File: src/rtl/parking_pkg.sv
// Shared types and constants for the car park barrier controller.
// Contents:
//   gate_state_t     lane states IDLE / OPEN / PASSED / CLOSE
//   PASS_TIMEOUT_DEF default cycles a raised barrier waits for the pass sensor
//   CLOSE_CYCLES_DEF default cycles a lowered barrier is held before re-arming
//   MAX_SPACES       capacity of the car park, shared with the space counter
//   max_int          helper used to size lane timers
package parking_pkg;

  typedef enum logic [1:0] {
    IDLE   = 2'd0,
    OPEN   = 2'd1,
    PASSED = 2'd2,
    CLOSE  = 2'd3
  } gate_state_t;

  localparam int PASS_TIMEOUT_DEF = 50_000_000;
  localparam int CLOSE_CYCLES_DEF = 25_000_000;
  localparam int MAX_SPACES       = 20;

  function automatic int max_int(input int a, input int b);
    return (a > b) ? a : b;
  endfunction

endpackage

File: src/rtl/gate_lane_fsm.sv
// One barrier lane: state machine, shared up-counting timer and event strobe.
// Ports:
//   clk, reset  system clock, synchronous active-high reset
//   approach    car waiting at the barrier (level)
//   pass        car beyond the barrier (level)
//   allow       admission permitted; sampled only on the IDLE->OPEN decision
//   gate_up     registered barrier drive, 1 = raised
//   idle        lane is in IDLE
//   fire        car passed this cycle; the top registers it into the lane event
//   timeout     OPEN gave up waiting for the pass sensor this cycle
//
// state  | meaning
// IDLE   | barrier down, waiting for an admitted approach
// OPEN   | barrier up, waiting for the car to pass (timeout guarded)
// PASSED | barrier up, car still on the pass sensor
// CLOSE  | barrier down, held for CLOSE_CYCLES before re-arming
module gate_lane_fsm import parking_pkg::*; #(
  parameter int PASS_TIMEOUT = PASS_TIMEOUT_DEF,
  parameter int CLOSE_CYCLES = CLOSE_CYCLES_DEF
) (
  input  logic clk,
  input  logic reset,
  input  logic approach,
  input  logic pass,
  input  logic allow,
  output logic gate_up,
  output logic idle,
  output logic fire,
  output logic timeout
);

  localparam int TIMER_W = $clog2(max_int(PASS_TIMEOUT, CLOSE_CYCLES) + 1);

  gate_state_t        state, state_nxt;
  logic [TIMER_W-1:0] timer, timer_nxt;

  always_ff @(posedge clk) begin
    if (reset) begin
      state   <= IDLE;
      timer   <= '0;
      gate_up <= 1'b0;
    end else begin
      state   <= state_nxt;
      timer   <= timer_nxt;
      gate_up <= (state_nxt == OPEN) || (state_nxt == PASSED);
    end
  end

  // Every transition clears the timer, so it always counts cycles spent in
  // the current state.
  always_comb begin
    state_nxt = state;
    timer_nxt = timer;
    fire      = 1'b0;
    timeout   = 1'b0;
    case (state)
      IDLE: begin
        if (approach && allow) begin
          state_nxt = OPEN;
          timer_nxt = '0;
        end
      end
      OPEN: begin
        if (pass) begin
          state_nxt = PASSED;
          timer_nxt = '0;
          fire      = 1'b1;
        end else if (timer == TIMER_W'(PASS_TIMEOUT - 1)) begin
          state_nxt = CLOSE;
          timer_nxt = '0;
          timeout   = 1'b1;
        end else begin
          timer_nxt = timer + 1'b1;
        end
      end
      PASSED: begin
        if (!pass) begin
          state_nxt = CLOSE;
          timer_nxt = '0;
        end
      end
      CLOSE: begin
        if (timer == TIMER_W'(CLOSE_CYCLES - 1)) begin
          state_nxt = IDLE;
          timer_nxt = '0;
        end else begin
          timer_nxt = timer + 1'b1;
        end
      end
      default: begin
        state_nxt = IDLE;
        timer_nxt = '0;
      end
    endcase
  end

  assign idle = (state == IDLE);

endmodule

File: src/rtl/parking_gate_ctrl.sv
// Barrier controller for one car park's entry and exit lanes.
// Raises the barriers, emits one-cycle entry/exit events for the occupancy
// counter (never both in the same cycle) and flags refused entries.
// Ports:
//   clk, reset                   system clock, synchronous active-high reset
//   entry_approach, entry_pass   debounced entry lane sensors
//   exit_approach,  exit_pass    debounced exit lane sensors
//   space_avail                  counter reports at least one free space
//   entry_gate_up, exit_gate_up  barrier drives, 1 = raised
//   entry_pulse, exit_pulse      one-cycle "car entered" / "car left" events
//   entry_denied                 entry idle with a car waiting and no space
// Build option GATE_STATS_EN adds saturating 16-bit counters:
//   denied_count   rising edges of entry_denied
//   timeout_count  pass-sensor timeouts on either lane
module parking_gate_ctrl import parking_pkg::*; #(
  parameter int PASS_TIMEOUT = PASS_TIMEOUT_DEF,
  parameter int CLOSE_CYCLES = CLOSE_CYCLES_DEF
) (
  input  logic        clk,
  input  logic        reset,
  input  logic        entry_approach,
  input  logic        entry_pass,
  input  logic        exit_approach,
  input  logic        exit_pass,
  input  logic        space_avail,
  output logic        entry_gate_up,
  output logic        exit_gate_up,
  output logic        entry_pulse,
  output logic        exit_pulse,
  output logic        entry_denied
`ifdef GATE_STATS_EN
  ,
  output logic [15:0] denied_count,
  output logic [15:0] timeout_count
`endif
);

  logic entry_idle, exit_idle;
  logic entry_fire, exit_fire;
  logic entry_timeout, exit_timeout;
  logic exit_pending;
  logic denied_now;

  gate_lane_fsm #(
    .PASS_TIMEOUT (PASS_TIMEOUT),
    .CLOSE_CYCLES (CLOSE_CYCLES)
  ) u_entry_lane (
    .clk      (clk),
    .reset    (reset),
    .approach (entry_approach),
    .pass     (entry_pass),
    .allow    (space_avail),
    .gate_up  (entry_gate_up),
    .idle     (entry_idle),
    .fire     (entry_fire),
    .timeout  (entry_timeout)
  );

  gate_lane_fsm #(
    .PASS_TIMEOUT (PASS_TIMEOUT),
    .CLOSE_CYCLES (CLOSE_CYCLES)
  ) u_exit_lane (
    .clk      (clk),
    .reset    (reset),
    .approach (exit_approach),
    .pass     (exit_pass),
    .allow    (1'b1),
    .gate_up  (exit_gate_up),
    .idle     (exit_idle),
    .fire     (exit_fire),
    .timeout  (exit_timeout)
  );

  assign denied_now = entry_idle & entry_approach & ~space_avail;

  // Entry wins a simultaneous event; the exit event waits one cycle in
  // exit_pending. Both lanes sit in PASSED while the deferred pulse goes
  // out, so neither can fire again in that cycle.
  always_ff @(posedge clk) begin
    if (reset) begin
      entry_pulse  <= 1'b0;
      exit_pulse   <= 1'b0;
      exit_pending <= 1'b0;
      entry_denied <= 1'b0;
    end else begin
      entry_pulse  <= entry_fire;
      exit_pulse   <= exit_pending | (exit_fire & ~entry_fire);
      exit_pending <= exit_fire & entry_fire;
      entry_denied <= denied_now;
    end
  end

`ifdef GATE_STATS_EN
  logic [16:0] timeout_sum;

  // Both lanes may time out in the same cycle, hence the 17-bit sum.
  always_comb begin
    timeout_sum = {1'b0, timeout_count} + {16'd0, entry_timeout} + {16'd0, exit_timeout};
  end

  always_ff @(posedge clk) begin
    if (reset) begin
      denied_count  <= 16'd0;
      timeout_count <= 16'd0;
    end else begin
      if (denied_now && !entry_denied && (denied_count != 16'hFFFF)) begin
        denied_count <= denied_count + 16'd1;
      end
      timeout_count <= timeout_sum[16] ? 16'hFFFF : timeout_sum[15:0];
    end
  end

  // The exit lane is never refused, so its idle flag has no consumer.
  logic unused_ok;
  assign unused_ok = exit_idle;
`else
  logic unused_ok;
  assign unused_ok = exit_idle | entry_timeout | exit_timeout;
`endif

endmodule

File: config.mk
export PLATFORM = sky130hd
export DESIGN_NAME = parking_gate_ctrl
export DESIGN_NICKNAME = d
export VERILOG_FILES = /design/src/rtl/parking_pkg.sv /design/src/rtl/gate_lane_fsm.sv /design/src/rtl/parking_gate_ctrl.sv
export SDC_FILE = /design/constraint.sdc
export NUM_CORES = 1
export LEC_CHECK = 0
export CAP_MARGIN = 20
export CORE_UTILIZATION = 40
export DETAILED_ROUTE_END_ITERATION = 7
export SYNTH_ARGS = -nofsm -noshare
export SYNTH_HDL_FRONTEND = slang
export SYNTH_SLANG_ARGS = --single-unit
File: constraint.sdc
create_clock -name clk -period 3.5 [get_ports clk]
set_input_delay 0.35 -clock clk [delete_from_list [all_inputs] [get_ports clk]]
set_output_delay 0.35 -clock clk [all_outputs]
set_load 0.02 [all_outputs]
### Word-level counts from Yosys, hierarchy flattened

Cells that the tools add are included.

| operators by class | value |
|---|---|
| $add $sub $neg | 2 |
| equal/unequal tests | 18 |
| muxes and demuxes | 28 |
| bitwise gates (word level) | 7 |
| reductions and logical operators | 7 |

Operator list:

| cell | number |
|---|---|
| 2-to-1 mux 26 bit | 10 |
| one-hot mux 26 bit (4 select lines) | 2 |
| adder 26 x 1 -> 26 bit (second input constant) | 2 |
| equality test 26 x 25 -> 1 bit (second input constant) | 2 |
| equality test 26 bit (second input constant) | 2 |
| 2-to-1 mux 2 bit | 10 |
| one-hot mux 2 bit (4 select lines) | 2 |
| equality test 2 bit (second input constant) | 6 |
| equality test 2 x 1 -> 1 bit (second input constant) | 4 |
| != test 2 bit (second input constant) | 3 |
| AND 1 bit | 4 |
| logical NOT 2 bit | 2 |
| 2-to-1 mux 1 bit | 4 |
| AND reduction 2 bit | 2 |
| logical OR 1 bit | 2 |
| != test 2 x 1 -> 1 bit (second input constant) | 1 |
| NOT 1 bit | 2 |
| logical AND 1 bit | 1 |
| OR 1 bit | 1 |

| storage, ports and cells | value |
|---|---|
| register bits after elaboration | 62 |
| input port bits | 7 |
| logic and storage cells | 72 |

### Longest topological paths before layout

Gate-level depths: netlist of run 1.

| depth | value |
|---|---|
| word-level depth | 6 |
| gate-level depth with buffers | 8 |
| depth with buffers taken out | 7 |

### Cells and area by module

A second synthesis of run 1 with hierarchy kept.

| second synthesis, totals | value |
|---|---|
| cells, all modules | 382 |
| area, all modules | 3290.7 µm² |

By module, submodules not included:

| module | times used | cells each | area each (µm²) | seq. area each (µm²) |
|---|---|---|---|---|
| gate_lane_fsm | 2 | 185 | 1584.0 | 580.6 |
| parking_gate_ctrl | 1 | 12 | 122.6 | 80.1 |

### Worst setup path before layout of run 1

No wires, ideal clock.

| timing | value |
|---|---|
| kind | register to register |
| start | reg u_entry_lane.timer[11] |
| end | reg u_entry_lane.timer[11] |
| library setup time | 0.115 ns |
| arrival | 1.981 ns |
| slack | 1.404 ns |
| stages on the path, launching flop included | 8 |
| path buffers | 1 |
| cells stage by stage | dfxtp_1 -> or4b_1 -> or4_4 -> o211ai_2 -> a21boi_2 -> o21ai_2 -> buf_6 -> nor2_1 |

| on the way | value |
|---|---|
| cells in the longest elaborated chain, start to end | 4 |

RTL lines:

| element | RTL line | source |
|---|---|---|
| start, declared | gate_lane_fsm.sv:35 | `logic [TIMER_W-1:0] timer, timer_nxt;` |
| start signal, assigned | gate_lane_fsm.sv:44 | `timer <= timer_nxt;` |
| adder 26 x 1 -> 26 bit or equality test 26 bit (tied branches) | gate_lane_fsm.sv:73, gate_lane_fsm.sv:87, gate_lane_fsm.sv:68 |  |
| 2-to-1 mux 26 bit | gate_lane_fsm.sv:68 | `end else if (timer == TIMER_W'(PASS_TIMEOUT - 1)) begin` |
| 2-to-1 mux 26 bit | gate_lane_fsm.sv:64 | `if (pass) begin` |
| one-hot mux 26 bit (4 select lines) * | gate_lane_fsm.sv:56 | `case (state)` |

Mark *: on every way between the ends. The rest lies on a longest branch, timed or not.
A chain may end at the register's enable or synchronous reset.

### Final worst setup path of run 1

| timing | value |
|---|---|
| start | reg u_entry_lane.timer[11] |
| end | reg u_entry_lane.timer[14] |

Same word-level chain as after synthesis.

==> results of run 1 <==
==> layer usage <==
layer / part of all wire [%] / wire length [um] / GRT usage [%]
met1: 52 / 3780 / 26.5
met2: 42 / 3050 / 25.9
met3: 3.8 / 276 / 3.32
met4: 1.2 / 89 / 7.03
met5: 0 / 0 / 0
==> per-stage QoR <==
step / worst slack (ns) / hold slack, ns / utilization [%] / instance area, sq um
6_report: 1.04 / 0.439 / 46.4 / 3610
3_5_place_dp: 0.901 / 0.433 / 44.0 / 3420
4_1_cts: 1.01 / 0.449 / 46.4 / 3610
2_1_floorplan: 1.40 / 0.413 / - / 3240
5_1_grt: 0.879 / 0.466 / 46.4 / 3610
3_3_place_gp: 0.946 / 0.435 / 44.0 / 3420
==> layout make-up <==
cell class | count | area share (%)
clock inverters | 3 | 1.25
multi-input cells | 311 | 52.5
repair buffers | 14 | 3.68
clock buffers | 12 | 4.02
flip-flops and latches | 62 | 34.4
well taps | 102 | 3.54
inverters | 6 | 0.624
==> worst max-delay path, stage by stage (launching register included) <==
cell      delay, ns
dfxtp_1        0.37
or4b_1         0.54
or4_4          0.50
o211ai_2       0.20
a21boi_2       0.14
o21ai_2        0.47
nor2_1         0.10
==> state kept, by name (all words and copies together), names as in the netlist <==
| name | count |
|---|---|
| exit_pulse | 1 |
| u_entry_lane.timer | 26 |
| u_exit_lane.gate_up | 1 |
| u_exit_lane.state | 2 |
| entry_pulse | 1 |
| u_entry_lane.gate_up | 1 |
| u_exit_lane.timer | 26 |
| exit_pending | 1 |
| entry_denied | 1 |
| u_entry_lane.state | 2 |
==> cell usage in the layout, fill, tap and decap left out, types with 2 or more instances in the layout <==
cell / n
xor2_1: 23
clkinvlp_4: 2
a22o_1: 3
nor2_2: 2
inv_1: 6
nor4_1: 11
buf_4: 3
nand2_1: 37
nor2_1: 55
nor3_1: 8
a31oi_1: 8
ha_1: 3
nand3_1: 24
nor3b_1: 2
dfxtp_1: 62
nand2b_1: 4
clkbuf_8: 10
mux2i_1: 5
and3_1: 8
nor4b_1: 3
xnor2_1: 7
and2_1: 5
a21o_1: 6
a21oi_1: 15
clkbuf_1: 2
o21ai_0: 9
clkdlybuf4s50_1: 11
nor2b_1: 4
or3_1: 2
o21a_1: 2
nand4_1: 22
and4_1: 7
a22oi_1: 2
a21oi_2: 3
nand3b_1: 4
or4_1: 3
==> Yosys cell counts, types with 2 or more instances <==
master and n:
and4_1 7, nor3_1 8, nand2_1 37, or3_1 2, a22o_1 3, a22oi_1 2, nand2b_1 4, nor4_1 11
nand3_1 24, nand3b_1 4, o21ai_0 9, nor2b_1 4, or4_1 3, nor3b_1 2, mux2i_1 5, nand4_1 22
nor4b_1 3, a31oi_1 8, ha_1 3, inv_1 6, nor2_1 55, xor2_1 23, a21o_1 6, dfxtp_1 62
a21oi_2 3, and3_1 8, buf_6 4, o21a_1 2, clkbuf_1 8, xnor2_1 7, a21oi_1 15, nor2_2 2
and2_1 5
==> cells by family (layout without fill, tap and decap cells) <==
family	count (synthesis)	in the layout	share of synthesized area (%)
adders and majority gates	3	3	1.16
muxes	5	5	1.54
DFF	62	62	38.3
and+or+nand+nor	207	207	33.3
buffers and inverters	20	35	3.28
xor gates and xnor gates	30	30	8.11
AOI/OAI and AO/OA	66	66	14.3
==> how the worst max path moves through the flow <==
| stage | cells after the start | to | slack (ns) |
|---|---|---|---|
| floorplan | 7 | u_entry_lane.timer[11] | 1.40 |
| global placement | 8 | u_exit_lane.timer[18] | 0.95 |
| detailed placement | 8 | u_exit_lane.timer[18] | 0.90 |
| CTS | 6 | u_entry_lane.timer[17] | 1.01 |
| global route | 6 | u_entry_lane.timer[8] | 0.88 |
| finish | 6 | u_entry_lane.timer[14] | 1.04 |
==> report_power, final <==
| part | total (uW) | switching [uW] | internal [uW] |
|---|---|---|---|
| clock | 615 | 270 | 345 |
| sequential | 729 | 14.6 | 714 |
| combinational | 122 | 76.1 | 45.8 |
==> reports/metrics.yaml, run 1 <==
status: "finished, final reports clean"
gp_congestion: 0.854
die_area_sq_um: 8470
syn_area_per_cell_sq_um: 8.25
setup_violations: 0
syn_area_sq_um: 3240
htree_levels: 3
critical_path_class: "reg2reg"
hold_class: "reg2reg"
power_density_nw_per_um2: 406
period_minus_slack_ns: 2.46
clock-sinks: 62
final_hold_viol_count: 0
p_leak_uw: 0.00123
portBuffers: 11
ys_dominant_reg_cell: "dfxtp_1"
synth_top_cell_area_share_pct: 38.3
dp_cells: 495
hpwlAfterDp_um: 5150
core_region_area_sq_um: 7770
grt_pass1_vias: 2585
clockBufferDepth: 2
grt_max_degree: 26
antenna_found_initial: 0
fin_crit_sh_pct: 70.2
p_total_uw: 1470
rsz0062_at_grt: "no"
drive_above_1_share_pct: 7.11
finalWirelength_um: 7200
ios: 12
hold_start: "exit_pending"
slew_headroom_pct: 25.4
required_ns: 3.70
clock_latency_ns: 0.34
drcViolationCount: 0
start_util_pct: 41.7
async_flop_share_pct: 0
end_kind: "flop"
vdd_drop_max_uv: 177
r2r-end: "u_entry_lane.timer[14]"
numCtsBuffers: 9
rows: 32
ant_nets: 0
synthTopCellsByArea: "dfxtp_1 (38%), nor2_1 (6.4%), xor2_1 (6.2%)"
multi_input_area_sq_um: 1890
seq_area_sq_um: 1240
finalMaxSlewViolations: 0
yosysWarnings: 0
tritoncts: "yes"
timing.critical_path.from: "u_entry_lane.timer[11]"
grt_usage_pct: 18.0
synth_cell_types: 59
die_h_um: 92.0
tns_ns: 0
antennaDiodeCount: 0
worstMarginPinSlew_ns: 1.11
reg2reg_depth: 6
ys_seq_elements: 62
die_width_um: 92.0
firstDrtPassIters: 4
synth_nets: 403
fin_skew_ns: 0.0119
via_per_inst: 5.64
drv_cap: 0
fin_nets: 414
instances_no_fill: 510
holdPathEnd: "exit_pulse"
clkTransAtPathRegs_ns: 0.07
max_freq_mhz: 407
syn2layout_area_growth_pct: 11.3
wl_per_cell_um: 14.1
start_kind: "flop"
syn_inst: 393
post_cts_buffers: 0
synth_edf_count: 0
grt_overflow_total: 0
rrSetupSlack_ns: 1.04
vias: 2877
crit_fanout: 11
nFillCells: 789
postCtsHoldBufs: 0
post_cts_resized: 0
r2r_start: "u_entry_lane.timer[11]"
grt_pass1_wl_um: 12200
yosysTopAreaCell: "dfxtp_1"
cts-root-buf: "clkbuf_8"
arrival_ns: 2.66
drt_iter0_drc: 163
yosysSeqAreaShare_pct: 38.3
hold_depth: 2
No activity file was read; power rests on OpenSTA's default activity.
==> inputs of run 2 (changes only) <==
==> constraint.sdc (replaced) <==
create_clock -name clk -period 2 [get_ports clk]
set_input_delay 0.2 -clock clk [delete_from_list [all_inputs] [get_ports clk]]
set_output_delay 0.2 -clock clk [all_outputs]
set_load 0.02 [all_outputs]
==> reports/metrics.yaml, run 2 (same netlist as run 1, synthesis figures left out) <==
tritoncts: "yes"
violations: "negative setup slack"
finalWirelength_um: 8150  # +13%
multi_input_area_sq_um: 2000  # +5.9%
wl_per_cell_um: 14.2  # +0.47%
hold_depth: 2  # unchanged
hold_class: "reg2reg"
power_density_nw_per_um2: 625  # +54%
crit_fanout: 12  # +1
grt_overflow_total: 0  # unchanged
arrival_ns: 2.36  # -0.30 ns
start_util_pct: 41.7  # unchanged
grt_max_degree: 17  # -35%
vdd_drop_max_uv: 309  # +75%
critical_path_class: "reg2reg"
die_width_um: 92.0  # unchanged
antennaDiodeCount: 0  # unchanged
slowest_delay_ns: 0.52  # -0.02 ns
slew_headroom_pct: 68.2  # +43 points
start_kind: "flop"
required_ns: 2.24  # -1.46 ns
final_common_cell: "buf_4"
firstDrtPassIters: 5  # +1
fin_skew_ns: 0.00998  # -0.00197 ns
die_h_um: 92.0  # unchanged
p_leak_uw: 0.00158  # +28%
reg2reg_depth: 6  # unchanged
clock_latency_ns: 0.34  # about the same
instances_no_fill: 575  # +13%
clkTransAtPathRegs_ns: 0.07  # about the same
die_area_sq_um: 8470  # unchanged
gp_congestion: 0.841  # -1.6%
clock-sinks: 62  # unchanged
dp_cells: 554  # +12%
grt_pass1_vias: 3012  # +17%
syn2layout_area_growth_pct: 30.5
clockBufferDepth: 2  # unchanged
htree_levels: 3  # unchanged
layout_common_cells: "buf_4 (61), dfxtp_1 (57), nor2_1 (49), nand2_1 (37)"
period_minus_slack_ns: 2.12  # -0.334 ns
setup_violations: 22  # +22
crit_family: "simple AND/OR/NAND/NOR gates"
nFillCells: 748  # -5.2%
final_hold_viol_count: 0  # unchanged
rsz0062_at_grt: "yes"
fin_crit_sh_pct: 106  # +36 points
portBuffers: 11  # unchanged
whs_ns: 0.464  # +0.0251 ns
via_per_inst: 5.54  # -1.8%
status: "finished, violations left"
ios: 12  # unchanged
fin_nets: 478  # +15%
path_depth: 6  # unchanged
grt_pass1_wl_um: 14000  # +15%
numCtsBuffers: 9  # unchanged
ant_nets: 0  # unchanged
core_region_area_sq_um: 7770  # unchanged
path_common_cell: "a21o_1"
max_freq_mhz: 471  # +16%
worstMarginPinSlew_ns: 0.465  # -0.650 ns
cts-root-buf: "clkbuf_8"
final_core_util_pct: 54.4  # +8.0 points
drt_iter0_drc: 153  # -6.1%
reg_top3: "u_entry_lane.timer x26, u_exit_lane.timer x26"
crit_buf_inv: 0  # unchanged
antenna_found_initial: 0  # unchanged
drcViolationCount: 0  # unchanged
rows: 32  # unchanged
end_kind: "flop"
grt_usage_pct: 20.8  # +2.8 points
drv_cap: 0  # unchanged
cp_cell_sequence: "or4b_1 > or4_4 > o211ai_4 > a21oi_4 > a21o_1 > a21o_1"
p_total_uw: 2650  # +80%
fin_ws_ns: -0.122  # -1.17 ns
drive_above_1_share_pct: 24.9  # +18 points
worst_path_max_delay_cell: "or4b_1"
finalMaxSlewViolations: 0  # unchanged
hpwlAfterDp_um: 5950  # +15%
vias: 3185  # +11%
seq_area_sq_um: 1250  # +0.50%
run 2: what timing repair did:
| action | in CTS | in global routing |
|---|---|---|
| hold buffers | 0 | 0 |
| setup endpoints to repair | 28 | 50 |
| gates resized for setup | 16 | 17 |
| pin swaps | 11 | 7 |
| setup buffers | 3 | 2 |
run 2: final timing paths:
path / endpoint / from / slack (ns)
max: u_entry_lane.timer[19] / u_entry_lane.timer[24] / -0.12
min: exit_pulse / exit_pending / 0.46
max reg2reg: u_entry_lane.timer[19] / u_entry_lane.timer[24] / -0.12
min reg2reg: exit_pulse / exit_pending / 0.46
run 2: metrics by stage:
step | setup slack, ns | area [sq um] | setup TNS (ns)
3_3_place_gp | -0.118 | 3880 | -0.646
3_5_place_dp | -0.184 | 3880 | -2.25
5_1_grt | -0.211 | 4230 | -4.19
2_1_floorplan | -0.0427 | 3240 | -0.404
6_report | -0.122 | 4230 | -1.69
4_1_cts | -0.112 | 4140 | -1.74
run 2: layout make-up:
class                      instances  share of cell area, %
timing repair buffer              78                   15.2
sequential                        62                   29.5
tap                              102                   3.02
inverter                           6                  0.533
clock inverter                     4                   1.12
multi-input combinational        311                   47.4
clock buffer                      12                   3.20
run 2: tightest hold or removal path: stages (launching register included):
cell and delay [ns]:
dfxtp_1 0.31, a31oi_1 0.04, nor2_1 0.08
run 2: per-layer routing:
metal	routed length (um)	GRT usage (%)	vias up	part of all wire [%]
li1	-	-	1585	-
met1	4130	30.0	1519	51
met2	3560	30.5	71	44
met3	384	4.56	10	4.7
met4	80	7.16	0	0.98
met5	0	0	-	0
run 2: where the power goes:
group / internal [uW] / switching (uW) / leakage (uW)
clock: 573 / 492 / 0.0000904
sequential: 1250 / 12.0 / 0.000503
combinational: 141 / 177 / 0.000985
